`config.mk`:
```
export PLATFORM = sky130hd
export DESIGN_NAME = mmio_bridge
export DESIGN_NICKNAME = d
export VERILOG_FILES = /design/src/rtl/mmio_bridge.sv
export SDC_FILE = /design/constraint.sdc
export NUM_CORES = 1
export LEC_CHECK = 0
export BUFFER_PORTS_ARGS = -buffer_cell sky130_fd_sc_hd__buf_2
export CAP_MARGIN = 5
export CORE_MARGIN = 5
export CORE_UTILIZATION = 65
export CTS_CLUSTER_DIAMETER = 120
export DETAILED_ROUTE_END_ITERATION = 8
export GPL_ROUTABILITY_DRIVEN = 0
export PLACE_DENSITY = 0.83
export SYNTH_ARGS = -nofsm -noshare
export SYNTH_HDL_FRONTEND = slang
export SYNTH_SLANG_ARGS = --single-unit
```
`constraint.sdc`:
```
create_clock -name clk -period 7.5 [get_ports clk]
set_input_delay 0 -clock clk [delete_from_list [all_inputs] [get_ports clk]]
set_output_delay 0 -clock clk [all_outputs]
set_load 0.01 [all_outputs]
```
`src/rtl/mmio_bridge.sv`:
```
// mmio_bridge: memory-mapped I/O stage beside the data memory of the
// single-cycle core. It decodes a 4 KB window at IO_BASE and provides:
//   - a synchronized, debounced flap button with a sticky press flag,
//   - a free-running frame timer with a frame counter and frame flag,
//   - a graphics write FIFO drained by the video side over valid/ready.
//
// Ports:
//   clk, reset              : system clock, synchronous active-high reset
//   MemWrite, DataAdr,
//   WriteData               : core data-bus store strobe, byte address, data
//   ReadData                : combinational read data (0 outside the window)
//   io_sel                  : combinational window hit, steers the core's
//                             ReadData mux between this block and memory
//   btn_raw                 : asynchronous button input
//   gfx_valid, gfx_data,
//   gfx_ready               : FIFO output stream, first-word fall-through
//
// Handshake: a word moves on every rising edge where gfx_valid and gfx_ready
// are both 1. While gfx_valid=1 and gfx_ready=0, gfx_data holds its value;
// gfx_valid never drops without a transfer (except on reset).
//
// Register map (offset = DataAdr[11:0], DataAdr[1:0] ignored):
//   0x000 STATUS    R  [0] btn_level [1] press_flag [2] frame_flag
//                      [3] fifo_full [4] fifo_empty [5] overflow_flag
//   0x004 CLEAR     W  1 in bit 1/2/5 clears the matching flag
//   0x008 FRAME_CNT R  32-bit frame count
//   0x00C GFX_DATA  W  push WriteData into the FIFO
module mmio_bridge #(
  parameter logic [31:0] IO_BASE         = 32'h0000_F000,
  parameter int          FRAME_CYCLES    = 416800,
  parameter int          DEBOUNCE_CYCLES = 16,
  parameter int          FIFO_DEPTH      = 8
) (
  input  logic        clk,
  input  logic        reset,
  input  logic        MemWrite,
  input  logic [31:0] DataAdr,
  input  logic [31:0] WriteData,
  output logic [31:0] ReadData,
  output logic        io_sel,
  input  logic        btn_raw,
  output logic        gfx_valid,
  output logic [31:0] gfx_data,
  input  logic        gfx_ready
);

  localparam int TW = $clog2(FRAME_CYCLES);
  localparam int CW = $clog2(DEBOUNCE_CYCLES) + 1;
  localparam int PW = $clog2(FIFO_DEPTH);

  localparam logic [TW-1:0] T_LAST  = TW'(FRAME_CYCLES - 1);
  localparam logic [CW-1:0] DB_LAST = CW'(DEBOUNCE_CYCLES - 1);
  localparam logic [PW:0]   DEPTH   = (PW + 1)'(FIFO_DEPTH);

  // Address decode
  logic [9:0] word;
  logic       wr, wr_clear, wr_gfx;
  logic       unused_addr_bits;

  assign io_sel   = (DataAdr[31:12] == IO_BASE[31:12]);
  assign word     = DataAdr[11:2];
  assign wr       = MemWrite & io_sel;
  assign wr_clear = wr & (word == 10'h001);
  assign wr_gfx   = wr & (word == 10'h003);
  assign unused_addr_bits = ^DataAdr[1:0];

  // State
  logic          sync1, sync2;
  logic [CW-1:0] db_cnt;
  logic          btn_level, press_flag, frame_flag, overflow_flag;
  logic [TW-1:0] timer;
  logic [31:0]   frame_cnt;
  logic [31:0]   mem [FIFO_DEPTH];
  logic [PW-1:0] wr_ptr, rd_ptr;
  logic [PW:0]   count;

  // Derived strobes
  logic fifo_full, fifo_empty;
  logic btn_accept, press_set, frame_wrap;
  logic push, pop, ovf_set;

  assign fifo_full  = (count == DEPTH);
  assign fifo_empty = (count == '0);
  // A mismatch that has persisted for DEBOUNCE_CYCLES samples is accepted.
  assign btn_accept = (sync2 != btn_level) && (db_cnt == DB_LAST);
  assign press_set  = btn_accept & sync2;
  assign frame_wrap = (timer == T_LAST);
  // Fullness is judged on the current count, so a same-cycle pop does not
  // make room for a push that arrives while full.
  assign push       = wr_gfx & ~fifo_full;
  assign ovf_set    = wr_gfx & fifo_full;
  assign pop        = gfx_valid & gfx_ready;

  assign gfx_valid  = ~fifo_empty;
  assign gfx_data   = mem[rd_ptr];

  always_ff @(posedge clk) begin
    if (reset) begin
      sync1         <= 1'b0;
      sync2         <= 1'b0;
      db_cnt        <= '0;
      btn_level     <= 1'b0;
      press_flag    <= 1'b0;
      frame_flag    <= 1'b0;
      overflow_flag <= 1'b0;
      timer         <= '0;
      frame_cnt     <= '0;
      wr_ptr        <= '0;
      rd_ptr        <= '0;
      count         <= '0;
      for (int i = 0; i < FIFO_DEPTH; i++) mem[i] <= '0;
    end else begin
      sync1 <= btn_raw;
      sync2 <= sync1;

      if (sync2 == btn_level) begin
        db_cnt <= '0;
      end else if (btn_accept) begin
        db_cnt    <= '0;
        btn_level <= sync2;
      end else begin
        db_cnt <= db_cnt + 1'b1;
      end

      if (frame_wrap) begin
        timer     <= '0;
        frame_cnt <= frame_cnt + 32'd1;
      end else begin
        timer <= timer + 1'b1;
      end

      // Set has priority over a same-cycle CLEAR.
      press_flag    <= press_set  | (press_flag    & ~(wr_clear & WriteData[1]));
      frame_flag    <= frame_wrap | (frame_flag    & ~(wr_clear & WriteData[2]));
      overflow_flag <= ovf_set    | (overflow_flag & ~(wr_clear & WriteData[5]));

      if (push) begin
        mem[wr_ptr] <= WriteData;
        wr_ptr      <= wr_ptr + 1'b1;
      end
      if (pop) rd_ptr <= rd_ptr + 1'b1;

      case ({push, pop})
        2'b10:   count <= count + 1'b1;
        2'b01:   count <= count - 1'b1;
        default: count <= count;
      endcase
    end
  end

  // Read mux; reads have no side effects.
  always_comb begin
    ReadData = '0;
    if (io_sel) begin
      case (word)
        10'h000: ReadData = {26'b0, overflow_flag, fifo_empty, fifo_full,
                             frame_flag, press_flag, btn_level};
        10'h002: ReadData = frame_cnt;
        default: ReadData = '0;
      endcase
    end
  end

endmodule

```
## After elaboration in Yosys (flattened, before gate mapping)

Memories as Yosys holds them, arrays and structs flattened. A register that Yosys moved wholly into a read port is not among the register bits.
Cells that the tools add are included.

| operators by class | value |
|---|---|
| $add $sub $neg | 7 |
| eq/ne operators | 11 |
| mux-type cells | 13 |
| bitwise gates (word level) | 22 |
| reduce and logical (&&, ||, !) cells | 8 |

Operator list:

| operator | number |
|---|---|
| $mux W32 | 2 |
| $pmux W32 S2 | 1 |
| $add A32 B1 Y32 const B | 1 |
| $reduce_or A32 Y1 | 1 |
| $eq A10 B2 Y1 const B | 2 |
| $eq A20 B4 Y1 const B | 1 |
| $add A19 B1 Y19 const B | 1 |
| $eq A19 B19 Y1 const B | 1 |
| $and A1 B1 Y1 | 13 |
| $eq A10 B1 Y1 const B | 1 |
| $logic_not A10 Y1 | 1 |
| $mux W3 | 3 |
| $pmux W4 S2 | 1 |
| $add A3 B1 Y3 const B | 2 |
| $mux W1 | 6 |
| $not A1 Y1 | 6 |
| $add A5 B1 Y5 const B | 1 |
| $eq A5 B4 Y1 const B | 1 |
| $add A4 B1 Y4 const B | 1 |
| $eq A4 B4 Y1 const B | 1 |
| $logic_not A4 Y1 | 1 |
| $sub A4 B1 Y4 const B | 1 |
| $or A1 B1 Y1 | 3 |
| $reduce_or A3 Y1 | 1 |
| 8 further kinds | 8 |

| word-level totals | value |
|---|---|
| bits in registers | 72 |
| memory bits (writable) | 256 |
| input port bits | 69 |
| output and inout bits | 66 |
| logic and storage cells | 74 |
| memories kept | 1 |

Memories:

| memory | words | width | rd ports | clocked after memory_dff | write ports | line | source |
|---|---|---|---|---|---|---|---|
| mem | 8 | 32 | 1 | 1 | 8 | 73 | `logic [31:0] mem [FIFO_DEPTH];` |

## Depth between registers and ports, before layout

Gate-level depths: netlist of run 1.

| depth | value |
|---|---|
| depth after elaboration | 9 |
| mapped depth | 12 |
| gate-level depth less buffers | 10 |

## Least setup slack after synthesis of run 1

Ideal clock, no wire load.

| path | value |
|---|---|
| path kind | input to register |
| start | in DataAdr[26] |
| end | mem mem[7][0], enable pin |
| setup time | 0.390 ns |
| arrival time | 2.424 ns |
| required time | 7.110 ns |
| setup slack | 4.686 ns |
| cell stages on the path | 5 |
| buffers on the path | 1 |
| cells stage by stage | or4_1 or4b_1 clkbuf_1 nor3_4 a41o_1 |

RTL lines:

| what | line | source |
|---|---|---|
| start: declaration | 37 | `input logic [31:0] DataAdr,` |
| end: declaration | 73 |  |

==> impl_metrics.xml, run 1 <==
<?xml version="1.0" encoding="UTF-8"?>
<metrics>
  <group name="yosys">
    <metric name="syn_area" unit="um2">15600</metric>
    <metric name="synth_top_flop_cell" unit="">sky130_fd_sc_hd__edfxtp_1</metric>
    <metric name="ys_ff_latch" unit="">331</metric>
    <metric name="synth_xor_area_share" unit="%">1.18</metric>
    <metric name="synth.yosys.seq_area_share" unit="%">58.9</metric>
    <metric name="synth_adder_area_share" unit="%">0.721</metric>
    <metric name="post_synth_mux_area_share" unit="%">13.9</metric>
    <metric name="netlist_instances" unit="">1241</metric>
    <metric name="synth.area.top_cells" unit="">sky130_fd_sc_hd__edfxtp_1 (49%), sky130_fd_sc_hd__dfxtp_1 (9.6%), sky130_fd_sc_hd__mux4_2 (9.2%)</metric>
    <metric name="syn-num-nets" unit="">1319</metric>
    <metric name="simple_gate_portion_of_the_synthesized_area" unit="%">19.5</metric>
    <metric name="asyncSetResetFlopFracSynth" unit="%">0</metric>
    <metric name="yosysWarningCount" unit="">0</metric>
    <metric name="synth-edff-count" unit="">256</metric>
    <metric name="synth_top_family_by_area" unit="">simple AND/OR/NAND/NOR gates</metric>
    <metric name="yosys.area.top_type_share" unit="%">49.3</metric>
    <metric name="synth_compound_gate_area_share" unit="%">1.76</metric>
    <metric name="synth.lib_cells_used.distinct" unit="">57</metric>
    <metric name="syn_area_per_cell" unit="um2">12.6</metric>
    <metric name="yosys.area.top_type" unit="">sky130_fd_sc_hd__edfxtp_1</metric>
  </group>
  <group name="timing">
    <metric name="finalHoldViolations" unit="">0</metric>
    <metric name="worst_clock_skew" unit="ns">0.00999</metric>
    <metric name="max-slew-margin-rel" unit="%">26.6</metric>
    <metric name="finalHoldWorstSlack" unit="ns">0.0371</metric>
    <metric name="finalSetupViolations" unit="">0</metric>
    <metric name="finalMaxSlewViolations" unit="">0</metric>
    <metric name="layout_worst_path_cycle_share" unit="%">41.9</metric>
    <metric name="finalSetupTns" unit="ns">0</metric>
    <metric name="max_slew.worst_pin.slew" unit="ns">1.10</metric>
    <metric name="fmax" unit="MHz">318</metric>
    <metric name="finalCriticalPeriod" unit="ns">3.15</metric>
    <metric name="unrepaired_setup_endpoints_after_global_routing" unit="">no</metric>
  </group>
  <group name="power_and_ir_drop">
    <metric name="power_spent_charging_and_discharging_nets" unit="mW">0.806</metric>
    <metric name="power.leakage" unit="nW">6.09</metric>
    <metric name="power.share.switching" unit="%">20.6</metric>
    <metric name="intPower" unit="mW">3.11</metric>
    <metric name="share_clk_of_total_power" unit="%">43.6</metric>
    <metric name="power.share.combinational" unit="%">3.9</metric>
    <metric name="power_frac_seq" unit="%">52.5</metric>
    <metric name="ir_worst_vdd" unit="mV">0.144</metric>
    <metric name="power_per_cell_area" unit="nW/um2">221</metric>
  </group>
  <group name="grt">
    <metric name="first_global_vias" unit="">10954</metric>
    <metric name="grt_max_degree" unit="">94</metric>
    <metric name="grt_antenna_before_repair" unit="">1</metric>
    <metric name="grt_first_pass_wirelength" unit="um">57100</metric>
    <metric name="total_track_usage" unit="%">26.7</metric>
    <metric name="overflow" unit="">0</metric>
  </group>
  <group name="setup_path">
    <metric name="cp_num_buf_inv" unit="">2</metric>
    <metric name="worst_path_arrival_time" unit="ns">3.36</metric>
    <metric name="path_class" unit="">reg2reg</metric>
    <metric name="worstPathRequired" unit="ns">7.72</metric>
    <metric name="cpMostUsedCell" unit="">sky130_fd_sc_hd__buf_4</metric>
    <metric name="crit_chain" unit="">or4b_2 -&gt; and2_1 -&gt; nand4_1 -&gt; buf_4 -&gt; buf_4 -&gt; nor3_1</metric>
    <metric name="cpMaxStageDelayCell" unit="">sky130_fd_sc_hd__buf_4</metric>
    <metric name="worstPathMaxFanout" unit="">72</metric>
    <metric name="worst_setup_path_end_kind" unit="">register</metric>
    <metric name="cpPeakStageDelay" unit="ns">0.75</metric>
    <metric name="crit_path_start_kind" unit="">register</metric>
    <metric name="largest_delay_contributor_family_on_the_critical_path" unit="">buffers and inverters</metric>
  </group>
  <group name="clock_tree">
    <metric name="cts.repair.resized" unit="">0</metric>
    <metric name="worst_skew_pair.late_latency" unit="ns">0.51</metric>
    <metric name="cts_buffers" unit="">35</metric>
    <metric name="h_tree_level_count" unit="">2</metric>
    <metric name="clock_sinks" unit="">331</metric>
    <metric name="cts_hold_buffers" unit="">33</metric>
    <metric name="cts-root-buf" unit="">sky130_fd_sc_hd__clkbuf_16</metric>
    <metric name="clk_pin_slew_worst_paths" unit="ns">0.06</metric>
    <metric name="tritoncts" unit="">done</metric>
    <metric name="post_cts_setup_buffers" unit="">0</metric>
    <metric name="clock_tree.buffer_depth" unit="">3</metric>
  </group>
  <group name="floorplan">
    <metric name="std_cell_rows" unit="">56</metric>
    <metric name="floorplan.die.width" unit="um">165</metric>
    <metric name="chipHeight" unit="um">165</metric>
    <metric name="design.die.area" unit="um2">27200</metric>
    <metric name="starting_density_of_the_core" unit="%">66.3</metric>
    <metric name="core-area" unit="um2">23500</metric>
    <metric name="boundaryPins" unit="">135</metric>
  </group>
  <group name="route">
    <metric name="post_drt_via_cell_ratio" unit="">6.27</metric>
    <metric name="wl_per_cell" unit="um">20.9</metric>
    <metric name="num_vias" unit="">10617</metric>
    <metric name="postRouteAntennaNets" unit="">0</metric>
    <metric name="dr.pass1.iters" unit="">6</metric>
    <metric name="post-route-drc-count" unit="">0</metric>
    <metric name="first_iter_violations" unit="">942</metric>
    <metric name="route.final.wire_length" unit="um">35400</metric>
  </group>
  <group name="hold_path">
    <metric name="min_path_type" unit="">in2reg</metric>
  </group>
  <group name="placed_design">
    <metric name="placed_cell_area" unit="um2">16300</metric>
    <metric name="cell_total_after_placement" unit="">1597</metric>
    <metric name="quantity_of_i_o_buffers_inserted_on_ports" unit="">132</metric>
    <metric name="dp_hpwl" unit="um">19200</metric>
  </group>
  <group name="final_layout">
    <metric name="final.fill_count" unit="">1498</metric>
    <metric name="layout.area.seq" unit="um2">9200</metric>
    <metric name="diodes" unit="">0</metric>
    <metric name="post_route_cells_drive_above_1_share" unit="%">24.3</metric>
    <metric name="multi_input_comb_area" unit="um2">5810</metric>
    <metric name="post-route-cell-area" unit="um2">17800</metric>
    <metric name="flow.area_growth_from_synthesis" unit="%">13.9</metric>
    <metric name="filler_free_cell_count_of_the_finished_design" unit="">1693</metric>
    <metric name="design.final.nets" unit="">1426</metric>
  </group>
  <group name="flow_run">
    <metric name="max_cap_viol_count" unit="">0</metric>
  </group>
  <group name="run_status">
    <metric name="run_status" unit="">completed</metric>
  </group>
</metrics>
per-stage QoR:
step | worst slack (ns) | power [mW] | util (%)
floorplan | 4.69 | 2.17 | -
global route | 4.18 | 4.03 | 75.5
CTS | 4.35 | 3.93 | 75.5
detailed placement | 4.32 | 2.23 | 69.3
global placement | 4.35 | 2.22 | 69.3
finish | 4.35 | 3.92 | 75.5
cells by family after synthesis:
family	after synthesis
buffers and inverters	151
flip-flops	331
XOR/XNOR	21
AND/OR/NAND/NOR	557
AO/OA/AOI/OAI	43
multiplexers	129
adder cells (fa/ha/maj)	9
layout by cell type, fill, tap and decap left out, types with 37 or more instances in the layout:
| master | n |
|---|---|
| sky130_fd_sc_hd__mux4_2 | 64 |
| sky130_fd_sc_hd__edfxtp_1 | 256 |
| sky130_fd_sc_hd__mux2_2 | 56 |
| sky130_fd_sc_hd__clkinv_1 | 38 |
| sky130_fd_sc_hd__buf_2 | 132 |
| sky130_fd_sc_hd__nor2_1 | 71 |
| sky130_fd_sc_hd__dfxtp_1 | 72 |
| sky130_fd_sc_hd__clkbuf_16 | 37 |
| sky130_fd_sc_hd__nor3_1 | 278 |
synthesized netlist by cell type, types with 5 or more instances:
cell / count
sky130_fd_sc_hd__a21o_1: 6
sky130_fd_sc_hd__a21oi_1: 15
sky130_fd_sc_hd__and2_1: 33
sky130_fd_sc_hd__and3_1: 9
sky130_fd_sc_hd__and4_1: 6
sky130_fd_sc_hd__buf_1: 15
sky130_fd_sc_hd__buf_6: 5
sky130_fd_sc_hd__clkbuf_1: 80
sky130_fd_sc_hd__clkinv_1: 32
sky130_fd_sc_hd__dfxtp_1: 75
sky130_fd_sc_hd__edfxtp_1: 256
sky130_fd_sc_hd__ha_1: 9
sky130_fd_sc_hd__inv_1: 12
sky130_fd_sc_hd__mux2_1: 7
sky130_fd_sc_hd__mux2_2: 56
sky130_fd_sc_hd__mux4_2: 64
sky130_fd_sc_hd__nand2_1: 15
sky130_fd_sc_hd__nand2b_1: 7
sky130_fd_sc_hd__nand3_1: 30
sky130_fd_sc_hd__nand4_1: 20
sky130_fd_sc_hd__nor2_1: 71
sky130_fd_sc_hd__nor2b_1: 32
sky130_fd_sc_hd__nor3_1: 278
sky130_fd_sc_hd__nor4_1: 14
sky130_fd_sc_hd__o21ai_0: 9
sky130_fd_sc_hd__or3_1: 7
sky130_fd_sc_hd__or4_1: 10
sky130_fd_sc_hd__xnor2_1: 11
sky130_fd_sc_hd__xor2_1: 10
layout make-up:
type / instances / share of cell area [%]
clock inverter: 13 / 0.767
multi-input combinational: 759 / 32.7
tap: 319 / 2.25
timing repair buffer: 177 / 6.08
sequential: 331 / 51.7
inverter: 44 / 0.929
clock buffer: 50 / 5.54
path summary, 6_finish.rpt:
path	slack [ns]	start	cells past startpoint	end
min	0.04	WriteData[2]	3	mem[3][2]
max	4.35	count[0]	6	mem[1][20]
max reg2reg	4.35	count[0]	6	mem[1][20]
min reg2reg	0.44	sync1	1	sync2
sequential cells by signal, indices dropped and copies added, names as in the netlist, named ones only:
| name | count |
|---|---|
| timer | 19 |
| wr_ptr | 3 |
| mem | 256 |
| press_flag | 1 |
| db_cnt | 5 |
| sync1 | 1 |
| sync2 | 1 |
| rd_ptr | 3 |
| frame_flag | 1 |
| btn_level | 1 |
| count | 4 |
| frame_cnt | 32 |
| overflow_flag | 1 |
power groups by stage:
stage	clock network, mW	logic [mW]	registers, mW
5_1_grt	1.80	0.163	2.06
3_3_place_gp	0	0.134	2.09
6_report	1.71	0.151	2.06
4_1_cts	1.72	0.152	2.06
3_5_place_dp	0	0.137	2.10
2_1_floorplan	0	0.0824	2.09
worst min-delay path, cell delays in order:
cell and delay (ns):
sky130_fd_sc_hd__buf_2 0.10, sky130_fd_sc_hd__clkinv_1 0.19, sky130_fd_sc_hd__nor3_1 0.09
routing by layer:
layer  routed length, um  GRT usage (%)
met1               13900           35.6
met2               17900           45.6
met3                2410           3.42
met4                1110           9.30
met5                  13              0
No activity file was read; power rests on OpenSTA's default activity.
==> inputs of run 2 (changes only) <==
- CORE_UTILIZATION: 65 -> 54
- PLACE_DENSITY: 0.83 -> 0.73
- clock period: 7.5 -> 2.7 ns (I/O delays scaled with it)
==> run 2 against run 1 <==
Core utilization down 12 points. Clock-buffer cell count increased by 1. Routed wire length up 2.6%. Critical path type unchanged.
==> impl_metrics.xml, run 2 (synthesized netlist as in run 1, its figures left out) <==
<?xml version="1.0" encoding="UTF-8"?>
<metrics>
  <group name="timing">
    <metric name="finalHoldWorstSlack" unit="ns">0.0378</metric>
    <metric name="unrepaired_setup_endpoints_after_global_routing" unit="">no</metric>
    <metric name="finalSetupTns" unit="ns">0</metric>
    <metric name="worst_clock_skew" unit="ns">0.0183</metric>
    <metric name="finalCriticalPeriod" unit="ns">2.50</metric>
    <metric name="finalHoldViolations" unit="">0</metric>
    <metric name="finalSetupViolations" unit="">0</metric>
    <metric name="fmax" unit="MHz">400</metric>
    <metric name="layout_worst_path_cycle_share" unit="%">92.7</metric>
    <metric name="setup_slack" unit="ns">0.197</metric>
    <metric name="max_slew.worst_pin.slew" unit="ns">0.874</metric>
    <metric name="max-slew-margin-rel" unit="%">41.7</metric>
    <metric name="finalMaxSlewViolations" unit="">0</metric>
  </group>
  <group name="setup_path">
    <metric name="path_class" unit="">reg2reg</metric>
    <metric name="endpoint_of_the_worst_slack_reg_to_reg_timing_path" unit="">count[2]</metric>
    <metric name="worstPathMaxFanout" unit="">6</metric>
    <metric name="worst_path_arrival_time" unit="ns">2.95</metric>
    <metric name="worst_setup_path_end_kind" unit="">register</metric>
    <metric name="reg2reg_slack" unit="ns">0.20</metric>
    <metric name="worstReg2RegStart" unit="">count[0]</metric>
    <metric name="crit_end" unit="">count[2]</metric>
    <metric name="rr_worst_depth" unit="">11</metric>
    <metric name="crit_path_start_kind" unit="">register</metric>
    <metric name="worstPathRequired" unit="ns">3.15</metric>
    <metric name="critical_path.startpoint" unit="">count[0]</metric>
  </group>
  <group name="power_and_ir_drop">
    <metric name="power_frac_seq" unit="%">52.1</metric>
    <metric name="power_per_cell_area" unit="nW/um2">600</metric>
    <metric name="power.leakage" unit="nW">6.29</metric>
    <metric name="power_spent_charging_and_discharging_nets" unit="mW">2.26</metric>
    <metric name="share_clk_of_total_power" unit="%">43.8</metric>
    <metric name="power.share.combinational" unit="%">4.1</metric>
    <metric name="power.share.switching" unit="%">20.6</metric>
    <metric name="intPower" unit="mW">8.71</metric>
    <metric name="ir_worst_vdd" unit="mV">0.420</metric>
  </group>
  <group name="hold_path">
    <metric name="min_path_type" unit="">in2reg</metric>
  </group>
  <group name="route">
    <metric name="wl_per_cell" unit="um">20.4</metric>
    <metric name="num_vias" unit="">10697</metric>
    <metric name="route.final.wire_length" unit="um">36300</metric>
    <metric name="postRouteAntennaNets" unit="">0</metric>
    <metric name="first_iter_violations" unit="">971</metric>
    <metric name="dr.pass1.iters" unit="">5</metric>
    <metric name="post-route-drc-count" unit="">0</metric>
    <metric name="post_drt_via_cell_ratio" unit="">6.00</metric>
  </group>
  <group name="final_layout">
    <metric name="regMostFlops" unit="">mem</metric>
    <metric name="post_route_cells_drive_above_1_share" unit="%">26.2</metric>
    <metric name="filler_free_cell_count_of_the_finished_design" unit="">1783</metric>
    <metric name="reg.largest.list" unit="">mem: 256 flops, frame_cnt: 32 flops, timer: 19 flops</metric>
    <metric name="most_common_cell_after_layout_fill_and_taps_aside" unit="">sky130_fd_sc_hd__nor3_1</metric>
    <metric name="largest_reg_flops" unit="">256</metric>
    <metric name="design.final.nets" unit="">1453</metric>
    <metric name="post-route-cell-area" unit="um2">18300</metric>
    <metric name="diodes" unit="">0</metric>
    <metric name="layout.cells.most_common_list" unit="">sky130_fd_sc_hd__nor3_1 (278), sky130_fd_sc_hd__edfxtp_1 (256), sky130_fd_sc_hd__buf_2 (132)</metric>
    <metric name="flow.area_growth_from_synthesis" unit="%">17.0</metric>
  </group>
  <group name="grt">
    <metric name="grt_max_degree" unit="">129</metric>
    <metric name="grt_antenna_before_repair" unit="">0</metric>
    <metric name="overflow" unit="">0</metric>
    <metric name="total_track_usage" unit="%">22.4</metric>
    <metric name="grt_first_pass_wirelength" unit="um">59300</metric>
    <metric name="first_global_vias" unit="">11053</metric>
  </group>
  <group name="floorplan">
    <metric name="boundaryPins" unit="">135</metric>
    <metric name="std_cell_rows" unit="">62</metric>
    <metric name="starting_density_of_the_core" unit="%">54.5</metric>
    <metric name="chipHeight" unit="um">180</metric>
    <metric name="floorplan.die.width" unit="um">180</metric>
    <metric name="design.die.area" unit="um2">32400</metric>
    <metric name="core-area" unit="um2">28600</metric>
  </group>
  <group name="flow_run">
    <metric name="max_cap_viol_count" unit="">0</metric>
  </group>
  <group name="clock_tree">
    <metric name="tritoncts" unit="">done</metric>
    <metric name="clock_tree.buffer_depth" unit="">3</metric>
    <metric name="cts-root-buf" unit="">sky130_fd_sc_hd__clkbuf_16</metric>
    <metric name="clock_sinks" unit="">331</metric>
    <metric name="h_tree_level_count" unit="">2</metric>
    <metric name="cts_buffers" unit="">36</metric>
    <metric name="post_cts_setup_buffers" unit="">0</metric>
    <metric name="clk_pin_slew_worst_paths" unit="ns">0.06</metric>
    <metric name="worst_skew_pair.late_latency" unit="ns">0.51</metric>
  </group>
  <group name="placed_design">
    <metric name="quantity_of_i_o_buffers_inserted_on_ports" unit="">132</metric>
    <metric name="cell_total_after_placement" unit="">1687</metric>
    <metric name="dp_hpwl" unit="um">20300</metric>
    <metric name="pre_cts_slack" unit="ns">0.0626</metric>
    <metric name="placed_cell_area" unit="um2">16800</metric>
  </group>
  <group name="run_status">
    <metric name="run_status" unit="">completed</metric>
  </group>
</metrics>
## run 2: power by group through the flow
stage / clock network, mW / registers (mW) / logic [mW]
floorplan: 0 / 5.79 / 0.229
global placement: 0 / 5.80 / 0.410
detailed placement: 0 / 5.82 / 0.416
CTS: 4.87 / 5.71 / 0.457
global route: 5.10 / 5.73 / 0.493
finish: 4.80 / 5.71 / 0.455
## run 2: how the worst min path moves through the flow
stage / end / slack, ns / startpoint / depth (start not counted)
floorplan: press_flag / 0.11 / WriteData[1] / 1
global placement: press_flag / 0.27 / WriteData[1] / 2
detailed placement: press_flag / 0.28 / WriteData[1] / 2
CTS: mem[5][2] / 0.008 / WriteData[2] / 3
global route: mem[4][2] / 0.04 / WriteData[2] / 3
finish: mem[5][2] / 0.04 / WriteData[2] / 3
## run 2: repair_timing
| action | in CTS | in global routing |
|---|---|---|
| endpoints found under the hold margin | 242 | 0 |
| setup endpoints to repair | 0 | 1 |
| hold buffers | 34 | 0 |
| gates resized for setup | 0 | 4 |
## run 2: per-stage QoR
step | power [mW] | utilization, %
finish | 11.0 | 63.8
global route | 11.3 | 63.8
CTS | 11.0 | 63.8
detailed placement | 6.23 | 58.6
global placement | 6.21 | 58.6
floorplan | 6.02 | -
## run 2: critical path, stage by stage, from the launching register on
cell and delay, ns:
sky130_fd_sc_hd__dfxtp_1 0.31, sky130_fd_sc_hd__buf_4 0.15, sky130_fd_sc_hd__or4_1 0.53, sky130_fd_sc_hd__nand2_1 0.15
sky130_fd_sc_hd__inv_1 0.08, sky130_fd_sc_hd__ha_2 0.19, sky130_fd_sc_hd__xor2_1 0.14, sky130_fd_sc_hd__ha_1 0.18
sky130_fd_sc_hd__a21oi_1 0.16, sky130_fd_sc_hd__xor2_1 0.09, sky130_fd_sc_hd__or3_1 0.31, sky130_fd_sc_hd__a21oi_1 0.14
## run 2: final cells by class
type,instances,area (um2)
fillers,2106,10400
flip-flops and latches,331,9200
multi-input cells,759,5800
repair buffers,203,1470
clock buffers,51,1030
well taps,384,480
inverters,44,165
clock inverters,11,123
## run 2: routing by layer
metal	track usage, %	vias to the layer above	routed length, um
met1	30.6	5293	15000
met4	5.66	0	704
met3	3.77	51	2350
met5	0	-	0
li1	-	4957	-
met2	38.0	396	18300
==> inputs of run 3 (changes only) <==
- CORE_UTILIZATION: 54 -> 50
- PLACE_DENSITY: 0.73 -> 0.66
- clock period: 2.7 -> 3.2 ns (I/O delays scaled with it)
==> run 3 against run 2 <==
Hold slack better by 0.021 ns. Critical path depth is 1 lower. Total power shrank 15%. Via count decreased by 2.7%. Core utilization is 4.5 points lower. Non-clock buffer count shrank 9. Final area is 0.36% lower. Critical path type unchanged. Combinational power down 17%. First-iteration DRC count fell by 30%. Clock-buffer cell count decreased by 4. Critical endpoint unchanged.
==> impl_metrics.xml, run 3 (synthesized netlist as in run 1, its figures left out) <==
<?xml version="1.0" encoding="UTF-8"?>
<metrics>
  <group name="clock_tree">
    <metric name="clock_sinks" unit="">331</metric>
    <metric name="tritoncts" unit="">done</metric>
    <metric name="worst_skew_pair.late_latency" unit="ns">0.52</metric>
    <metric name="clock_tree.buffer_depth" unit="">3</metric>
    <metric name="cts-root-buf" unit="">sky130_fd_sc_hd__clkbuf_16</metric>
    <metric name="cts_buffers" unit="">37</metric>
    <metric name="post_cts_setup_buffers" unit="">0</metric>
    <metric name="h_tree_level_count" unit="">2</metric>
    <metric name="cts_hold_buffers" unit="">34</metric>
    <metric name="cts.repair.resized" unit="">0</metric>
    <metric name="clk_pin_slew_worst_paths" unit="ns">0.06</metric>
  </group>
  <group name="timing">
    <metric name="setup_slack" unit="ns">0.457</metric>
    <metric name="worst_clock_skew" unit="ns">0.0170</metric>
    <metric name="finalHoldViolations" unit="">0</metric>
    <metric name="max_slew.worst_pin.slew" unit="ns">1.00</metric>
    <metric name="finalCriticalPeriod" unit="ns">2.74</metric>
    <metric name="finalSetupViolations" unit="">0</metric>
    <metric name="finalHoldWorstSlack" unit="ns">0.0592</metric>
    <metric name="fmax" unit="MHz">365</metric>
    <metric name="finalMaxSlewViolations" unit="">0</metric>
    <metric name="unrepaired_setup_endpoints_after_global_routing" unit="">no</metric>
    <metric name="finalSetupTns" unit="ns">0</metric>
    <metric name="layout_worst_path_cycle_share" unit="%">85.7</metric>
    <metric name="max-slew-margin-rel" unit="%">33.1</metric>
  </group>
  <group name="final_layout">
    <metric name="layout.cells.most_common_list" unit="">sky130_fd_sc_hd__nor3_1 (278), sky130_fd_sc_hd__edfxtp_1 (256), sky130_fd_sc_hd__buf_2 (132)</metric>
    <metric name="reg.largest.list" unit="">mem: 256 flops, frame_cnt: 32 flops, timer: 19 flops</metric>
    <metric name="regMostFlops" unit="">mem</metric>
    <metric name="final_util" unit="%">59.3</metric>
    <metric name="design.final.nets" unit="">1445</metric>
    <metric name="most_common_cell_after_layout_fill_and_taps_aside" unit="">sky130_fd_sc_hd__nor3_1</metric>
    <metric name="post_route_cells_drive_above_1_share" unit="%">25.6</metric>
    <metric name="flow.area_growth_from_synthesis" unit="%">16.6</metric>
    <metric name="largest_reg_flops" unit="">256</metric>
  </group>
  <group name="floorplan">
    <metric name="std_cell_rows" unit="">64</metric>
    <metric name="chipHeight" unit="um">187</metric>
    <metric name="core-area" unit="um2">30700</metric>
    <metric name="boundaryPins" unit="">135</metric>
    <metric name="starting_density_of_the_core" unit="%">50.9</metric>
    <metric name="design.die.area" unit="um2">34900</metric>
    <metric name="floorplan.die.width" unit="um">187</metric>
  </group>
  <group name="setup_path">
    <metric name="crit_path_start_kind" unit="">register</metric>
    <metric name="worst_path_arrival_time" unit="ns">3.17</metric>
    <metric name="crit_end" unit="">count[2]</metric>
    <metric name="critical_path.startpoint" unit="">count[0]</metric>
    <metric name="endpoint_of_the_worst_slack_reg_to_reg_timing_path" unit="">count[2]</metric>
    <metric name="worstPathMaxFanout" unit="">7</metric>
    <metric name="worst_setup_path_end_kind" unit="">register</metric>
    <metric name="path_class" unit="">reg2reg</metric>
    <metric name="worstReg2RegStart" unit="">count[0]</metric>
    <metric name="reg2reg_slack" unit="ns">0.46</metric>
    <metric name="worstPathRequired" unit="ns">3.63</metric>
    <metric name="rr_worst_depth" unit="">10</metric>
  </group>
  <group name="route">
    <metric name="dr.pass1.iters" unit="">5</metric>
    <metric name="post-route-drc-count" unit="">0</metric>
    <metric name="postRouteAntennaNets" unit="">0</metric>
    <metric name="num_vias" unit="">10410</metric>
    <metric name="route.final.wire_length" unit="um">35500</metric>
    <metric name="wl_per_cell" unit="um">19.9</metric>
    <metric name="first_iter_violations" unit="">677</metric>
    <metric name="post_drt_via_cell_ratio" unit="">5.82</metric>
  </group>
  <group name="grt">
    <metric name="grt_first_pass_wirelength" unit="um">57400</metric>
    <metric name="grt_antenna_before_repair" unit="">1</metric>
    <metric name="first_global_vias" unit="">10660</metric>
    <metric name="grt_max_degree" unit="">129</metric>
    <metric name="total_track_usage" unit="%">20.0</metric>
    <metric name="overflow" unit="">0</metric>
  </group>
  <group name="hold_path">
    <metric name="min_path_type" unit="">in2reg</metric>
    <metric name="hold_path_depth" unit="">3</metric>
  </group>
  <group name="placed_design">
    <metric name="quantity_of_i_o_buffers_inserted_on_ports" unit="">132</metric>
    <metric name="dp_hpwl" unit="um">20200</metric>
    <metric name="pre_cts_slack" unit="ns">0.442</metric>
  </group>
  <group name="power_and_ir_drop">
    <metric name="ir_worst_vdd" unit="mV">0.327</metric>
    <metric name="power_per_cell_area" unit="nW/um2">511</metric>
    <metric name="power" unit="mW">9.30</metric>
    <metric name="power.leakage" unit="nW">6.24</metric>
  </group>
  <group name="run_status">
    <metric name="run_status" unit="">completed</metric>
  </group>
  <group name="flow_run">
    <metric name="max_cap_viol_count" unit="">0</metric>
  </group>
</metrics>
==> run 3: how the worst min path moves through the flow <==
stage                      start    endpoint  slack (ns)
floorplan           WriteData[1]  press_flag        0.11
global placement         btn_raw       sync1        0.29
detailed placement       btn_raw       sync1        0.30
CTS                 WriteData[5]   mem[1][5]        0.04
global route        WriteData[5]   mem[1][5]        0.04
finish              WriteData[5]   mem[3][5]        0.06
==> run 3: worst max-delay path: stages (launching register included) <==
cell and delay (ns):
sky130_fd_sc_hd__dfxtp_1 0.36, sky130_fd_sc_hd__or4b_2 0.73, sky130_fd_sc_hd__and2_1 0.22, sky130_fd_sc_hd__nand3_1 0.11, sky130_fd_sc_hd__ha_1 0.27, sky130_fd_sc_hd__xor2_1 0.17, sky130_fd_sc_hd__ha_1 0.16, sky130_fd_sc_hd__a21oi_1 0.05
sky130_fd_sc_hd__xor2_1 0.16, sky130_fd_sc_hd__or3_1 0.31, sky130_fd_sc_hd__a21oi_1 0.13
==> run 3: cell type report <==
class                   instances  area (um2)
repair buffers                194        1370
diodes                          1        2.50
flip-flops and latches        331        9200
well taps                     396         495
inverters                      44         165
fillers                      2467       12500
multi-input cells             759        5790
clock inverters                18         168
clock buffers                  47        1010
==> run 3: layer usage <==
layer / part of all wire, % / GRT usage [%]
met5: 0 / 0
met4: 1.6 / 4.29
met3: 4.9 / 3.14
met2: 50 / 34.1
met1: 44 / 27.4
==> run 3: through the flow <==
step                      std cells  area [um2]
after detailed placement       1690       16700
after CTS                      1789       18200
after global routing           1790       18200
final                          1790       18200
after global placement         1690       16700
after floorplan                1241       15600
==> run 3: power breakdown <==
part	switching, mW	total, mW	internal, mW
Sequential	0.0433	4.81	4.77
Clock	1.65	4.11	2.46
Combinational	0.220	0.378	0.158
